## src/rtl/chip_loader.sv

```systemverilog
// chip_loader: host-side streamer that copies kernel, input-tile and overlap-cache
// words from a source memory into the convolution chip's write port, then
// signals data_ready and waits for the chip's fsm_done.
//
// Ports:
//   clk, arst_in                   clock, asynchronous active-high reset
//   start / busy / done            request, in-progress flag, completion pulse
//   *_base, *_len                  per-phase source start address and word count
//   src_read_en / src_read_addr    registered source read request
//   src_qout                       source data, valid one cycle after the read
//   a_input / b_input              chip write address / data
//   int_mem_we, overlap_cache_we   chip write strobes
//   b_zero                         chip forces input-memory write data to 0
//   data_ready / fsm_done          handshake with the chip's compute FSM
//
// Optional feature: define CHIP_LOADER_CLEAR_EN to zero the whole input memory
// (CLEAR phase) before every transfer.
module chip_loader #(
    parameter int IO_DATA_WIDTH = 16,
    parameter int SRC_ADDR_WIDTH = 20,
    parameter int KERNEL_WORDS = 512,
    parameter int INPUT_WORDS = 16384,
    parameter int OVERLAP_WORDS = 256,
    localparam int KLW = $clog2(KERNEL_WORDS) + 1,
    localparam int ILW = $clog2(INPUT_WORDS) + 1,
    localparam int OLW = $clog2(OVERLAP_WORDS) + 1
) (
    input  logic                      clk,
    input  logic                      arst_in,
    input  logic                      start,
    output logic                      busy,
    output logic                      done,
    input  logic [SRC_ADDR_WIDTH-1:0] kernel_base,
    input  logic [SRC_ADDR_WIDTH-1:0] input_base,
    input  logic [SRC_ADDR_WIDTH-1:0] overlap_base,
    input  logic [KLW-1:0]            kernel_len,
    input  logic [ILW-1:0]            input_len,
    input  logic [OLW-1:0]            overlap_len,
    output logic                      src_read_en,
    output logic [SRC_ADDR_WIDTH-1:0] src_read_addr,
    input  logic [IO_DATA_WIDTH-1:0]  src_qout,
    output logic [IO_DATA_WIDTH-1:0]  a_input,
    output logic [IO_DATA_WIDTH-1:0]  b_input,
    output logic                      int_mem_we,
    output logic                      overlap_cache_we,
    output logic                      b_zero,
    output logic                      data_ready,
    input  logic                      fsm_done
);
    localparam int LW = (KLW > ILW) ? ((KLW > OLW) ? KLW : OLW) : ((ILW > OLW) ? ILW : OLW);
    localparam int KAW = $clog2(KERNEL_WORDS);
    localparam int IAW = $clog2(INPUT_WORDS);
    localparam int OAW = $clog2(OVERLAP_WORDS);
    typedef enum logic [2:0] {
        IDLE,
`ifdef CHIP_LOADER_CLEAR_EN
        CLEAR,
`endif
        KERNEL, INPUT, OVERLAP, READY, WAIT_DONE, DONE
    } state_t;
    state_t state_q, state_d, after_i, after_k, first_ph;
    logic [LW-1:0] idx_q, idx_d, kl_q, il_q, ol_q, kl_c, il_c, ol_c, cur_len;
    logic [SRC_ADDR_WIDTH-1:0] kb_q, ib_q, ob_q, kb_c, ib_c, ob_c, base_d;
    logic [SRC_ADDR_WIDTH-1:0] rd_addr_q, rd_addr_d;
    logic rd_en_q, rd_en_d;
    // p1: read in flight, tagged with its chip address and target memory
    logic p1_v_q, p1_ov_q;
    logic [IO_DATA_WIDTH-1:0] p1_a_q, p1_a_d;
    logic wi_q, wi_d, wo_q, wo_d, bz_q, bz_d;
    logic [IO_DATA_WIDTH-1:0] a_q, a_d, b_q, b_d;
    logic last, drained;
    // In IDLE the start-time inputs are used directly so the first read can be
    // issued on the same edge that captures them.
    assign kl_c = (state_q == IDLE) ? ((kernel_len > KLW'(KERNEL_WORDS)) ? LW'(KERNEL_WORDS) : LW'(kernel_len)) : kl_q;
    assign il_c = (state_q == IDLE) ? ((input_len > ILW'(INPUT_WORDS)) ? LW'(INPUT_WORDS) : LW'(input_len)) : il_q;
    assign ol_c = (state_q == IDLE) ? ((overlap_len > OLW'(OVERLAP_WORDS)) ? LW'(OVERLAP_WORDS) : LW'(overlap_len)) : ol_q;
    assign kb_c = (state_q == IDLE) ? kernel_base : kb_q;
    assign ib_c = (state_q == IDLE) ? input_base : ib_q;
    assign ob_c = (state_q == IDLE) ? overlap_base : ob_q;
    // Empty phases are skipped by jumping straight to the next non-empty one.
    assign after_i = (ol_c != '0) ? OVERLAP : READY;
    assign after_k = (il_c != '0) ? INPUT : after_i;
    assign first_ph = (kl_c != '0) ? KERNEL : after_k;
    assign cur_len = (state_q == KERNEL) ? kl_q : (state_q == INPUT) ? il_q : ol_q;
    assign last = (idx_q + LW'(1)) == cur_len;
    assign drained = !p1_v_q && !wi_q && !wo_q;
    always_comb begin
        state_d = state_q;
        idx_d = idx_q;
        case (state_q)
            IDLE: begin
                if (start) begin
`ifdef CHIP_LOADER_CLEAR_EN
                    state_d = CLEAR;
`else
                    state_d = first_ph;
`endif
                    idx_d = '0;
                end
            end
`ifdef CHIP_LOADER_CLEAR_EN
            CLEAR: begin
                idx_d = (idx_q == LW'(INPUT_WORDS - 1)) ? '0 : idx_q + LW'(1);
                state_d = (idx_q == LW'(INPUT_WORDS - 1)) ? first_ph : CLEAR;
            end
`endif
            KERNEL: begin
                idx_d = last ? '0 : idx_q + LW'(1);
                state_d = last ? after_k : KERNEL;
            end
            INPUT: begin
                idx_d = last ? '0 : idx_q + LW'(1);
                state_d = last ? after_i : INPUT;
            end
            OVERLAP: begin
                idx_d = last ? '0 : idx_q + LW'(1);
                state_d = last ? READY : OVERLAP;
            end
            READY: state_d = drained ? WAIT_DONE : READY;
            WAIT_DONE: state_d = fsm_done ? DONE : WAIT_DONE;
            DONE: state_d = IDLE;
            default: state_d = IDLE;
        endcase
    end
    // The read register always describes the word of the state being entered.
    always_comb begin
        rd_en_d = state_d inside {KERNEL, INPUT, OVERLAP};
        base_d = (state_d == KERNEL) ? kb_c : (state_d == INPUT) ? ib_c : ob_c;
        rd_addr_d = rd_en_d ? base_d + SRC_ADDR_WIDTH'(idx_d) : rd_addr_q;
        p1_a_d = (state_q == KERNEL) ? ({1'b1, {(IO_DATA_WIDTH-1){1'b0}}} | IO_DATA_WIDTH'(idx_q[KAW-1:0]))
               : (state_q == INPUT) ? IO_DATA_WIDTH'(idx_q[IAW-1:0]) : IO_DATA_WIDTH'(idx_q[OAW-1:0]);
    end
    // Strobes follow the tag carried with each word, not the current state.
    always_comb begin
        wi_d = p1_v_q && !p1_ov_q;
        wo_d = p1_v_q && p1_ov_q;
        bz_d = 1'b0;
        a_d = p1_v_q ? p1_a_q : a_q;
        b_d = p1_v_q ? src_qout : b_q;
`ifdef CHIP_LOADER_CLEAR_EN
        if ((state_q == IDLE && start) || (state_q == CLEAR && state_d == CLEAR)) begin
            wi_d = 1'b1;
            bz_d = 1'b1;
            a_d = IO_DATA_WIDTH'(idx_d);
            b_d = '0;
        end
`endif
    end
    always_ff @(posedge clk or posedge arst_in) begin
        if (arst_in) begin
            state_q <= IDLE;
            idx_q <= '0;
            kl_q <= '0;
            il_q <= '0;
            ol_q <= '0;
            kb_q <= '0;
            ib_q <= '0;
            ob_q <= '0;
            rd_en_q <= 1'b0;
            rd_addr_q <= '0;
            p1_v_q <= 1'b0;
            p1_ov_q <= 1'b0;
            p1_a_q <= '0;
            wi_q <= 1'b0;
            wo_q <= 1'b0;
            bz_q <= 1'b0;
            a_q <= '0;
            b_q <= '0;
        end else begin
            state_q <= state_d;
            idx_q <= idx_d;
            if (state_q == IDLE && start) begin
                kl_q <= kl_c;
                il_q <= il_c;
                ol_q <= ol_c;
                kb_q <= kb_c;
                ib_q <= ib_c;
                ob_q <= ob_c;
            end
            rd_en_q <= rd_en_d;
            rd_addr_q <= rd_addr_d;
            p1_v_q <= rd_en_q;
            p1_ov_q <= state_q == OVERLAP;
            p1_a_q <= p1_a_d;
            wi_q <= wi_d;
            wo_q <= wo_d;
            bz_q <= bz_d;
            a_q <= a_d;
            b_q <= b_d;
        end
    end
    assign busy = state_q != IDLE && state_q != DONE;
    assign done = state_q == DONE;
    assign data_ready = state_q == READY && drained;
    assign src_read_en = rd_en_q;
    assign src_read_addr = rd_addr_q;
    assign a_input = a_q;
    assign b_input = b_q;
    assign int_mem_we = wi_q;
    assign overlap_cache_we = wo_q;
    assign b_zero = bz_q;
endmodule

```

## config.mk

```make
export PLATFORM = sky130hd
export DESIGN_NAME = chip_loader
export DESIGN_NICKNAME = d
export VERILOG_FILES = /design/src/rtl/chip_loader.sv
export SDC_FILE = /design/constraint.sdc
export NUM_CORES = 1
export LEC_CHECK = 0
export ABC_AREA = 1
export BUFFER_PORTS_ARGS = -buffer_cell sky130_fd_sc_hd__buf_2
export CORE_MARGIN = 1.5
export CORE_UTILIZATION = 37
export DETAILED_ROUTE_END_ITERATION = 8
export PLACE_DENSITY = 0.56
export SLEW_MARGIN = 5
export SYNTH_ARGS = -nofsm -noshare
export SYNTH_HDL_FRONTEND = slang
export SYNTH_SLANG_ARGS = --single-unit
```

## constraint.sdc

```tcl
create_clock -name clk -period 6.4 [get_ports clk]
set_clock_uncertainty 0.1 [all_clocks]
set_input_delay 0.64 -clock clk [delete_from_list [all_inputs] [get_ports clk]]
set_output_delay 0.64 -clock clk [all_outputs]
set_load 0.005 [all_outputs]
```

== Word level (Yosys, flattened, before mapping) ==
Cells that the tools add are included.
Cells by class
  add/subtract/negate cells: 2
  multiply operators: 0
  div/mod/pow operators: 0
  magnitude comparators: 3
  eq/ne operators: 11
  shift operators: 0
  muxes and demuxes: 28
  bitwise operators: 0
  reductions and logical operators: 18
Operator list (number)
  $mux 15: 8
  $mux 20: 5
  $reduce_bool 15->1: 3
  $pmux 15 s2: 1
  $mux 3: 7
  $add 20x15->20: 1
  $pmux 3 s6: 1
  $mux 16: 1
  $add 15x1->15 const B: 1
  $eq 15x15->1: 1
  $gt 15x15->1 const B: 1
  $mux 14: 1
  $eq 3x2->1 const B: 4
  $gt 10x10->1 const B: 1
  $mux 10: 1
  $eq 3x3->1 const B: 3
  $gt 9x9->1 const B: 1
  $mux 9: 1
  $logic_and 1x1->1: 7
  $eq 3x1->1 const B: 2
  $reduce_bool 3->1: 2
  $logic_not 1->1: 4
  $logic_not 3->1: 1
  $ne 3x3->1 const B: 1
  other kinds (3): 3
Word-level totals
  flip-flop bits (word level): 196
  latch bits: 0
  RAM bits: 0
  bits in read-only memories: 0
  bits of input ports: 114
  output and inout port bits: 59
  word-level logic and storage cells: 79
  memories kept: 0

== Depth between registers and ports, before layout ==
Gate-level depths: netlist of the first run.
  word-level depth: 13
  mapped depth: 40
  gate-level depth less buffers: 39

== Worst setup path after synthesis of the first run ==
OpenSTA, ideal clock, no wires.
  path type: reg-to-reg
  start: register idx_q[0]
  end: register rd_addr_q[19], in the netlist src_read_addr[19]
  setup time: 0.117 ns
  data arrival time: 4.708 ns
  required time: 6.183 ns
  slack: 1.475 ns
  stages on the path, launching flop included: 40
  path buffers: 1
  clock period less this slack: 4.925 ns
  cells stage by stage: dfrtp_1 -> ha_1 -> nand3_1 -> nor2_1 -> nand2_1 -> nand2_1 -> nand2_1 -> nand2_1 -> nand2_1 -> nor2_1 -> nand2_1 -> nor2_4 -> nand2_4 -> nand2_4 -> nand2_1 -> nor2_2 -> nand2_4 -> clkinv_2 -> [... 4 more ...] -> ha_1 -> a21oi_1 -> inv_1 -> a31oi_1 -> o21ai_0 -> nand3_1 -> nand2_1 -> nand4_1 -> o211ai_1 -> nand2_1 -> nand2_1 -> o21ai_0 -> o21ai_0 -> inv_1 -> nor2_1 -> nand3_1 -> nand3_1 -> nand2_1
Between the ends
  cells in the longest elaborated chain, start to end: 8
  elaborated cells between the ends (all ways): 16
  those cells by class: 2 x add/sub; 4 x eq/ne; 9 x mux; 1 x reduce/logical
RTL lines
  start, declared: RTL line 62  | logic [LW-1:0] idx_q, idx_d, kl_q, il_q, ol_q, kl_c, il_c, ol_c, cur_len;
  start signal, assigned: RTL line 171  | idx_q <= idx_d;
  $add 15x1->15 (*): RTL line 85  | assign last = (idx_q + LW'(1)) == cur_len;
  $eq 15x15->1 (*): RTL line 85
  $mux 3, on equally long branches: RTL line 117, 109, 113
  $pmux 3 s6 (*): RTL line 90  | case (state_q)
  net state_d[1]: RTL line 61  | state_t state_q, state_d, after_i, after_k, first_ph;
  $eq 3x2->1: RTL line 127, 128
  $mux 20 (2 in a row): RTL line 128  | base_d = (state_d == KERNEL) ? kb_c : (state_d == INPUT) ? ib_c : ob_c;
  $add 20x15->20: RTL line 129  | rd_addr_d = rd_en_d ? base_d + SRC_ADDR_WIDTH'(idx_d) : rd_addr_q;
  end signal, assigned: RTL line 181  | rd_addr_q <= rd_addr_d;
  end, declared: RTL line 64  | logic [SRC_ADDR_WIDTH-1:0] rd_addr_q, rd_addr_d;
The timed path passes the listed nets; every way through them passes the cells marked *.
A chain may end at the register's enable or synchronous reset.

== Final worst setup path of the first run ==
  start: register state_q[2]
  end: register rd_addr_q[19], in the netlist src_read_addr[19]
Between the ends
  cells in the longest elaborated chain, start to end: 12
  elaborated cells between the ends (all ways): 36
  those cells by class: 1 x add/sub; 9 x eq/ne; 20 x mux; 6 x reduce/logical
RTL lines
  start, declared: RTL line 61
  start signal, assigned: RTL line 170  | state_q <= state_d;
  $logic_not 3->1
  $mux 15: RTL line 76  | assign ol_c = (state_q == IDLE) ? ((overlap_len > OLW'(OVERLAP_WORDS)) ? LW'(OVERLAP_WORDS) : LW'(overlap_len) ...
  $reduce_bool 15->1: RTL line 81  | assign after_i = (ol_c != '0) ? OVERLAP : READY;
  $mux 3: RTL line 81
  $mux 3: RTL line 82  | assign after_k = (il_c != '0) ? INPUT : after_i;
  $mux 3: RTL line 83  | assign first_ph = (kl_c != '0) ? KERNEL : after_k;
  $mux 3: RTL line 92  | if (start) begin
  $pmux 3 s6: RTL line 90
  $eq 3x2->1: RTL line 127, 128
  $mux 20 (2 in a row): RTL line 128
  $add 20x15->20: RTL line 129
Several ways; a longest one is shown, not always the timed one.

==> results.md, run 1 <==
- Ys Warns: 0
- First-pass GRT wire length: between 50,000 and 60,000 um
- PortBufs: 170
- Dpl ws: approximately 350 ps
- P&R area growth vs syn: 16.1%
- WL per Instance: roughly 16 um
- CTS buffer count: 17
- Status: complete, no violations
- Design Area, Final: 0.0126 mm2
- Combinational Power Share: 0.563
- Final setup viols: 0
- # IOs: between 150 and 200
- Grt ovf: 0
- GRT Util Overall: 0.216
- Cell mode on critical path: nand2_1
- Final Core Density: 0.438
- Setup crit start kind: register
- Most common cell after layout, fill and taps aside: nand2_1
- Clk Latency, worst-skew pair: around 440 ps
- Distinct cells, synth: 49
- Detailed router's first-iteration violation count: between 700 and 800
- Post-DP Area: 0.0120 mm2
- DR vias/cell: roughly 5.0
- Full die area: slightly above 0.03 mm2
- Final hold slack: 218 ps
- Rel. slew slack: 0.333
- Crit path arrival time: roughly 6000 ps
- Nets: 1,746
- Ys flop type: dfrtp_1
- Commonest cells after routing, fill and taps aside: nand2_1, dfrtp_1, buf_2, o21ai_0, inv_1
- Grt peak-use layer: met2
- Number of nets still failing antenna checks after routing: 0
- Core footprint: roughly 0.029 mm2
- Initial core utilization: 0.377
- Post-synth ARST share: 1.00
- Routed WL: between 30,000 and 40,000 um
- Largest net degree at the start of global routing: 113
- Final Hold Viols: 0
- Met2 usage: 0.327
- Initial antenna violation count: 0
- Clock power share: 0.147
- CTS Sinks: approximately 190
- Max-Cap Viols: 0
- Crit-path slowest cell: dfrtp_1
- Pwr dens: around 560 mW/mm2
- RSZ-0062 raised after global routing: false
- Crit path setup slack, layout: between 600 and 700 ps
- FP Rows: between 60 and 70
- Fin crit period: between 5000 and 6000 ps
- Slowest stage delay, CP: roughly 460 ps
- Fill cells: slightly above 3,000
- Leakage power: between 6 and 7 nW
- Post-synthesis cell area: ~0.011 mm2
- WS Path Type: register to register
- Diodes inserted: 0
- Fin crit share: 0.899
- Maximum VDD drop: between 200 and 250 uV
- Post-synth EDFFs: 0
- Final Max Tran Viols: 0
- Sequential share of the synthesized area: 0.446
- Post-Synthesis Cells: 1,479
- Crit end category: register
- Sw Share: 0.489
- Seq cells post-synth: roughly 190
- Part of the power in registers: 0.290
- Die X: ~170 um
- Clk slew on worst S/H paths: about 70 ps
- Detailed-router iteration count before antenna repair: 7
- Clock Tree Root: clkbuf_16
- Data required, critical path: 6630 ps
- Die Y: about 170 um
- Vias: approximately 10,000
- Share of cells above drive strength 1: 0.160
- Worst-Margin Slew: around 990 ps
- H-Tree Depth: 4
- Placer Congestion: 0.925
- Class of the worst hold path: input port to asynchronous set/reset pin
- # DRC: 0
- Largest fanout on the critical path: 27
- Worst-case clock buffer depth: 2
- Switching power: approximately 0.0035 W
- Internal power: 0.00365 W
- Fmax: about 0.17 GHz
- CTS tree: yes
- GRT met3 Usage: 0.0329
- Vias in the first global route: approximately 9,700
- Avg Inst Size Synth: around 7.4 um2
- Grt met1 use: 0.317
- HPWL Detailed: between 20,000 and 25,000 um
- TNS Setup: 0 ps
through the flow:
| stage | cells | power [W] |
|---|---|---|
| 2_1_floorplan | 1480 | 0.00487 |
| 3_3_place_gp | 1978 | 0.00602 |
| 3_5_place_dp | 1978 | 0.00608 |
| 4_1_cts | 2010 | 0.00714 |
| 5_1_grt | 2012 | 0.00782 |
| 6_report | 2012 | 0.00714 |
layer usage:
metal | routed length (um) | vias to the layer above | share of wire
li1 | - | 5066 | -
met1 | 15800 | 4657 | 0.50
met2 | 13900 | 281 | 0.44
met3 | 1590 | 36 | 0.050
met4 | 578 | 0 | 0.018
met5 | 0 | - | 0
cells by family after synthesis:
kind of cell               synth area share
and+or+nand+nor                       0.301
xor gates and xnor gates             0.0121
AOI/OAI and AO/OA                     0.133
DFF                                   0.446
adders and majority gates            0.0202
buffers and inverters                0.0856
muxes                               0.00184
other                              0.000344
registers in the layout (all words and copies together) (netlist names), 3 cells and up:
name,cells
b_input,16
ib_q,20
p1_a_q,15
state_q,3
idx_q,15
src_read_addr,20
a_input,15
ol_q,15
kb_q,20
kl_q,15
il_q,15
ob_q,20
final cells by class:
cell class,count,area [um2],share of cell area
Multi-Input combinational cell,1054,5140,0.407
Sequential cell,194,4850,0.384
Timing Repair Buffer,185,976,0.0772
Inverter,163,627,0.0496
Tap cell,384,480,0.0380
Clock buffer,19,443,0.0350
Clock inverter,13,121,0.00960
timing repair:
item | CTS | global route
hold buffers | 0 | 0
gates resized for setup | 0 | 6
buffers inserted | 0 | 2
hold endpoints to repair | 0 | 0
endpoints found under the setup margin | 0 | 6
cells in the mapped netlist (6+ instances only):
cell type  count  area (um2)
buf_2         12        60.1
inv_1        154         578
a32oi_1        7        61.3
ha_1          16         200
xnor2_1        6        52.6
nand3_1       98         490
a21oi_1       30         150
a211oi_1       6        45.0
nor2_4         6        67.6
xor2_1         9        78.8
o21ai_0      169         846
nand2_1      494        1850
clkbuf_1      48         180
nand2_2        6        37.5
nor4_1         8        50.1
nand4_1       33         206
nor2_1        84         315
o211ai_1      31         233
dfrtp_1      194        4850
or2_2          6        37.5
power groups by stage:
stage	registers, W	clock network, W	logic [W]
final	0.00207	0.00105	0.00402
after global routing	0.00213	0.00112	0.00456
after CTS	0.00206	0.00108	0.00400
after detailed placement	0.00208	0	0.00399
after global placement	0.00207	0	0.00395
after floorplan	0.00200	0	0.00287
worst max-delay path: cells and delay by family, from the launching register on:
| family | cells | cell delay [ps] |
|---|---|---|
| compound gates | 8 | 1350 |
| fa+ha+maj | 1 | 360 |
| flops | 1 | 460 |
| buf+inv | 4 | 690 |
| simple gates | 21 | 2660 |
path summary, 6_finish.rpt:
| path | end | from | slack [ps] | depth (start not counted) |
|---|---|---|---|---|
| max | src_read_addr[19]$_DFFE_PP0P_ | state_q[2]$_DFF_PP0_ | 650 | 34 |
| min | b_input[5]$_DFFE_PP0P_ | arst_in | 220 | 2 |
| max reg2reg | src_read_addr[19]$_DFFE_PP0P_ | state_q[2]$_DFF_PP0_ | 650 | 34 |
| min reg2reg | p1_v_q$_DFF_PP0_ | src_read_en$_DFF_PP0_ | 290 | 0 |
| max in group asynchronous | kl_q[13]$_DFFE_PP0P_ | arst_in | 4880 | 3 |
| min in group clk | p1_v_q$_DFF_PP0_ | src_read_en$_DFF_PP0_ | 290 | 0 |
No activity file was read; power rests on OpenSTA's default activity.
==> run 2: changes to the inputs <==
ABC_AREA = default   (was 1)
PLACE_DENSITY = 0.57   (was 0.56)
SLEW_MARGIN = 30   (was 5)
==> results.md, run 2 <==
- Fin cells: 1,713
- Synth top area share: 0.471
- Status: complete, no violations
- Initial antenna violation count: 0
- Largest fanout on the critical path: 19
- Crit path setup slack, layout: 335 ps
- CTS tree: yes
- # DRC: 0
- WL per Instance: about 17 um
- Post-DP Area: ~0.012 mm2
- Setup crit start kind: register
- Post-synthesis cell area: around 0.010 mm2
- FP Rows: 60
- CTS Sinks: 194
- # IOs: roughly 170
- Worst path buffer plus inverter count: 4
- Post-Synthesis Cells: roughly 1,200
- H-Tree Depth: 4
- Class of the worst hold path: input port to asynchronous set/reset pin
- Ys flop type: dfrtp_1
- Detailed-router iteration count before antenna repair: 5
- Seq cells post-synth: between 150 and 200
- Initial core utilization: 0.380
- Most common cell after layout, fill and taps aside: nand2_1
- Detailed router's first-iteration violation count: ~650
- WS Path Type: register to register
- Commonest cells after routing, fill and taps aside: nand2_1, dfrtp_1, buf_2, nor2_1, o21ai_0
- Number of nets still failing antenna checks after routing: 0
- Most numerous cell in the Yosys netlist: nand2_1
- PortBufs: 170
- Maximum VDD drop: 225 uV
- Pwr dens: ~490 mW/mm2
- Avg Inst Size Synth: around 9 um2
- Nets: ~1,500
- CTS buffer count: 17
- Clock Tree Root: clkbuf_16
- Synth area leader: dfrtp_1
- Slowest stage delay, CP: 480 ps
- P&R area growth vs syn: 21.7%
- Final Core Density: 0.463
- Post-synth top cells: nand2_1, dfrtp_1, nor2_1
- Clk slew on worst S/H paths: around 80 ps
- Die X: around 170 um
- Sequential share of the synthesized area: 0.471
- # hold bufs at CTS: 0
- Final setup viols: 0
- Max-Cap Viols: 0
- Dpl ws: about 42 ps
- Die Y: roughly 170 um
- Design Area, Final: approximately 0.013 mm2
- Core footprint: 0.0271 mm2
- Fmax: ~0.16 GHz
- Final Max Tran Viols: 0
- Worst-Margin Slew: 777 ps
- HPWL Detailed: between 20,000 and 25,000 um
- Crit path arrival time: around 6300 ps
- Post-synth EDFFs: 0
- Leakage power: between 6 and 7 nW
- Vias in the first global route: between 8,000 and 9,000
- Top post-synthesis cells by area: dfrtp_1, nand2_1, mux2_2, mux2i_1, o21ai_0
- Grt ovf: 0
- Final Hold Viols: 0
- Largest net degree at the start of global routing: about 130
- Distinct cells, synth: 76
- First-pass GRT wire length: roughly 46,000 um
- Crit end category: register
- FF-to-FF setup slack: about 330 ps
- Clk Latency, worst-skew pair: 440 ps
- Post-synth ARST share: 1.00
- Crit-path slowest cell: dfrtp_2
- Final hold slack: 120 ps
- Full die area: around 0.029 mm2
- Worst-case clock buffer depth: 2
- Share of cells above drive strength 1: 0.252
- DR vias/cell: about 5.2
- Routed WL: 28,800 um
- Placer Congestion: 0.850
- Diodes inserted: 0
- Crit path max-delay family: compound AO/OA/AOI/OAI gates
- # placed instances: between 1,500 and 2,000
- Fin crit share: 0.948
- Ys Warns: 0
- Data required, critical path: ~6700 ps
- Rel. slew slack: 0.482
- GRT Util Overall: 0.203
- Vias: approximately 9,000
- Fin crit period: approximately 6100 ps
==> run 2: power by group <==
| group | switching (W) | internal (W) |
|---|---|---|
| sequential | 0.000298 | 0.00167 |
| clock | 0.000541 | 0.000561 |
| combinational | 0.00171 | 0.00136 |
| total | 0.00254 | 0.00359 |
==> run 2: logic make-up (layout without fill, tap and decap cells) <==
kind of cell             after synthesis  after routing  synth area share
AO/OA/AOI/OAI                        201            201             0.128
AND/OR/NAND/NOR                      563            563             0.251
buffers and inverters                 81            269            0.0328
other                                  1              2          0.000364
XOR/XNOR                              30             30            0.0268
adder cells (fa/ha/maj)               17             17            0.0214
multiplexers                          65             65            0.0674
flip-flops                           194            194             0.471
==> run 2: timing repair <==
action / in CTS / in global routing
cloned: 0 / 0
buffers inserted: 0 / 3
pin swaps: 0 / 11
endpoints found under the setup margin: 1 / 10
resized for setup: 1 / 33
==> run 2: metrics by stage <==
| step | total power [W] | setup TNS [ps] |
|---|---|---|
| floorplan | 0.00391 | 0 |
| global placement | 0.00491 | 0 |
| detailed placement | 0.00494 | 0 |
| CTS | 0.00606 | 0 |
| global route | 0.00662 | -33.3 |
| finish | 0.00614 | 0 |
==> run 2: layer usage <==
metal,share of wire,vias to the layer above,GRT usage
li1,-,4322,-
met1,0.48,4246,0.300
met2,0.45,287,0.313
met3,0.058,21,0.0342
met4,0.0090,0,0.0373
met5,0,-,0
==> run 2: cell type report <==
type / count / area [um2]
Multi-Input combinational cell: 878 / 5260
Fill cell: 2630 / 14600
Clock buffer: 18 / 429
Sequential cell: 194 / 4860
Inverter: 12 / 58.8
Clock inverter: 14 / 166
Timing Repair Buffer: 225 / 1300
Tap cell: 372 / 465
==> run 2: path summary, 6_finish.rpt <==
check / from / end / cells after the start
max in group asynchronous: arst_in / kb_q[10]$_DFFE_PP0P_ / 3
min: arst_in / il_q[4]$_DFFE_PP0P_ / 2
min in group clk: input_base[12] / ib_q[12]$_DFFE_PP0P_ / 3
max reg2reg: state_q[1]$_DFF_PP0_ / src_read_addr[16]$_DFFE_PP0P_ / 29
min reg2reg: p1_ov_q$_DFF_PP0_ / int_mem_we$_DFF_PP0_ / 1
max: state_q[1]$_DFF_PP0_ / src_read_addr[16]$_DFFE_PP0P_ / 29
==> run 3: changes to the inputs <==
CORE_ASPECT_RATIO = 0.5   (was default)
==> results.md, run 3 (synthesized netlist as in run 2, its figures left out) <==
- Final Hold Viols: 0
- GRT Util Overall: 0.220
- Die X: 239 um
- Rel. slew slack: 0.374
- Die Y: between 100 and 150 um
- # hold bufs at CTS: 0
- Fill cells: around 2,600
- Post-DP Area: about 0.012 mm2
- PortBufs: 170
- Final setup viols: 0
- Full die area: about 0.029 mm2
- Setup crit start kind: register
- Largest net degree at the start of global routing: approximately 130
- Fmax: about 0.17 GHz
- Leakage power: about 6.4 nW
- DR vias/cell: ~5.3
- Nets: 1,467
- CTS tree: yes
- Crit path arrival time: a little over 6000 ps
- Initial antenna violation count: 0
- Wl on met1: about 14,000 um
- Clk Latency, worst-skew pair: roughly 460 ps
- Initial core utilization: 0.383
- # IOs: around 170
- Final Max Tran Viols: 0
- WS Path Type: register to register
- Fin crit share: 0.938
- # placed instances: 1,682
- Dpl ws: around 98 ps
- Total power: ~0.0065 W
- Max-Cap Viols: 0
- Status: complete, no violations
- Share of cells above drive strength 1: 0.271
- Detailed-router iteration count before antenna repair: 5
- Vias: just over 9,000
- Most common cell after layout, fill and taps aside: nand2_1
- Grt ovf: 0
- HPWL Detailed: ~23,000 um
- # DRC: 0
- Design Area, Final: roughly 0.013 mm2
- WL per Instance: roughly 18 um
- Worst-Margin Slew: between 900 and 1000 ps
- CTS Sinks: 194
- Worst-case clock buffer depth: 2
- Largest fanout on the critical path: 11
- Pwr dens: between 500 and 600 mW/mm2
- First-pass GRT wire length: 48,700 um
- Number of nets still failing antenna checks after routing: 0
- Cell mode on critical path: buf_4
- Clk slew on worst S/H paths: roughly 80 ps
- Routed wl met2: between 10,000 and 15,000 um
- DR top layer: met4
- Clock Tree Root: clkbuf_16
- FP Rows: 42
- Maximum VDD drop: around 220 uV
- CTS buffer count: 17
- Core footprint: 0.0269 mm2
- Vias in the first global route: between 8,000 and 9,000
- Class of the worst hold path: input port to asynchronous set/reset pin
- Fin cells: roughly 1,700
- Slowest stage delay, CP: ~490 ps
- Fin crit period: approximately 6000 ps
- Routed WL: a little over 30,000 um
- Crit-path slowest cell: dfrtp_2
- Commonest cells after routing, fill and taps aside: nand2_1, dfrtp_1, buf_2, nor2_1, buf_4
- Placer Congestion: ~0.95
- P&R area growth vs syn: 24.6%
- Detailed router's first-iteration violation count: 688
- Data required, critical path: between 6000 and 7000 ps
- Metal3 WL: approximately 1500 um
- Crit path setup slack, layout: ~400 ps
- Diodes inserted: 0
- H-Tree Depth: 4
- Crit end category: register
[run 3: cell types whose count changed in the layout (fill, tap and decap cells not counted), moves of 3 or more]
cell       change
bufinv_16      +5
buf_4          +5
dfrtp_1        -4
dfrtp_2        +4
a2bb2oi_1      -3
[run 3: final timing paths]
kind / from / endpoint / slack [ps] / depth (start not counted)
min: arst_in / il_q[1]$_DFFE_PP0P_ / 100 / 2
min reg2reg: p1_ov_q$_DFF_PP0_ / int_mem_we$_DFF_PP0_ / 320 / 1
max in group asynchronous: arst_in / idx_q[5]$_DFF_PP0_ / 4880 / 3
min in group clk: input_base[15] / ib_q[15]$_DFFE_PP0P_ / 280 / 3
max reg2reg: state_q[0]$_DFF_PP0_ / src_read_addr[17]$_DFFE_PP0P_ / 400 / 31
max: state_q[0]$_DFF_PP0_ / src_read_addr[17]$_DFFE_PP0P_ / 400 / 31
[run 3: what timing repair did]
action | CTS | global route
endpoints found under the hold margin | 0 | 0
resized for setup | 0 | 66
setup endpoints to repair | 0 | 9
buffers inserted | 0 | 9
[run 3: stage by stage]
stage	hold WS [ps]	TNS [ps]	util
3_5_place_dp	311	0	0.438
4_1_cts	262	0	0.464
5_1_grt	181	-53.1	0.477
3_3_place_gp	302	0	0.438
2_1_floorplan	249	0	-
6_report	96.2	0	0.477
[run 3: critical path: cells and delay by family, from the launching register on]
kind | cells | cell delay [ps]
buffers and inverters | 6 | 820
AOI/OAI and AO/OA | 14 | 2280
DFF | 1 | 490
and+or+nand+nor | 7 | 1210
muxes | 1 | 390
xor gates and xnor gates | 2 | 280
adders and majority gates | 1 | 260
[run 3: per-layer routing]
layer,track usage,vias to the layer above
li1,-,4331
met3,0.0409,42
met5,0,-
met2,0.352,248
met4,0.0665,0
met1,0.304,4430
[run 3: cell type report]
class | instances | area, um2 | area share
timing repair buffer | 233 | 1370 | 0.107
clock buffer | 19 | 453 | 0.0353
clock inverter | 13 | 243 | 0.0189
sequential | 194 | 4860 | 0.379
tap | 374 | 468 | 0.0365
multi-input combinational | 878 | 5380 | 0.419
inverter | 12 | 58.8 | 0.00458
[run 3: where the power goes]
group          total (W)  switching (W)  internal [W]
sequential       0.00198       0.000315       0.00167
clock            0.00127       0.000509      0.000763
combinational    0.00320        0.00179       0.00141
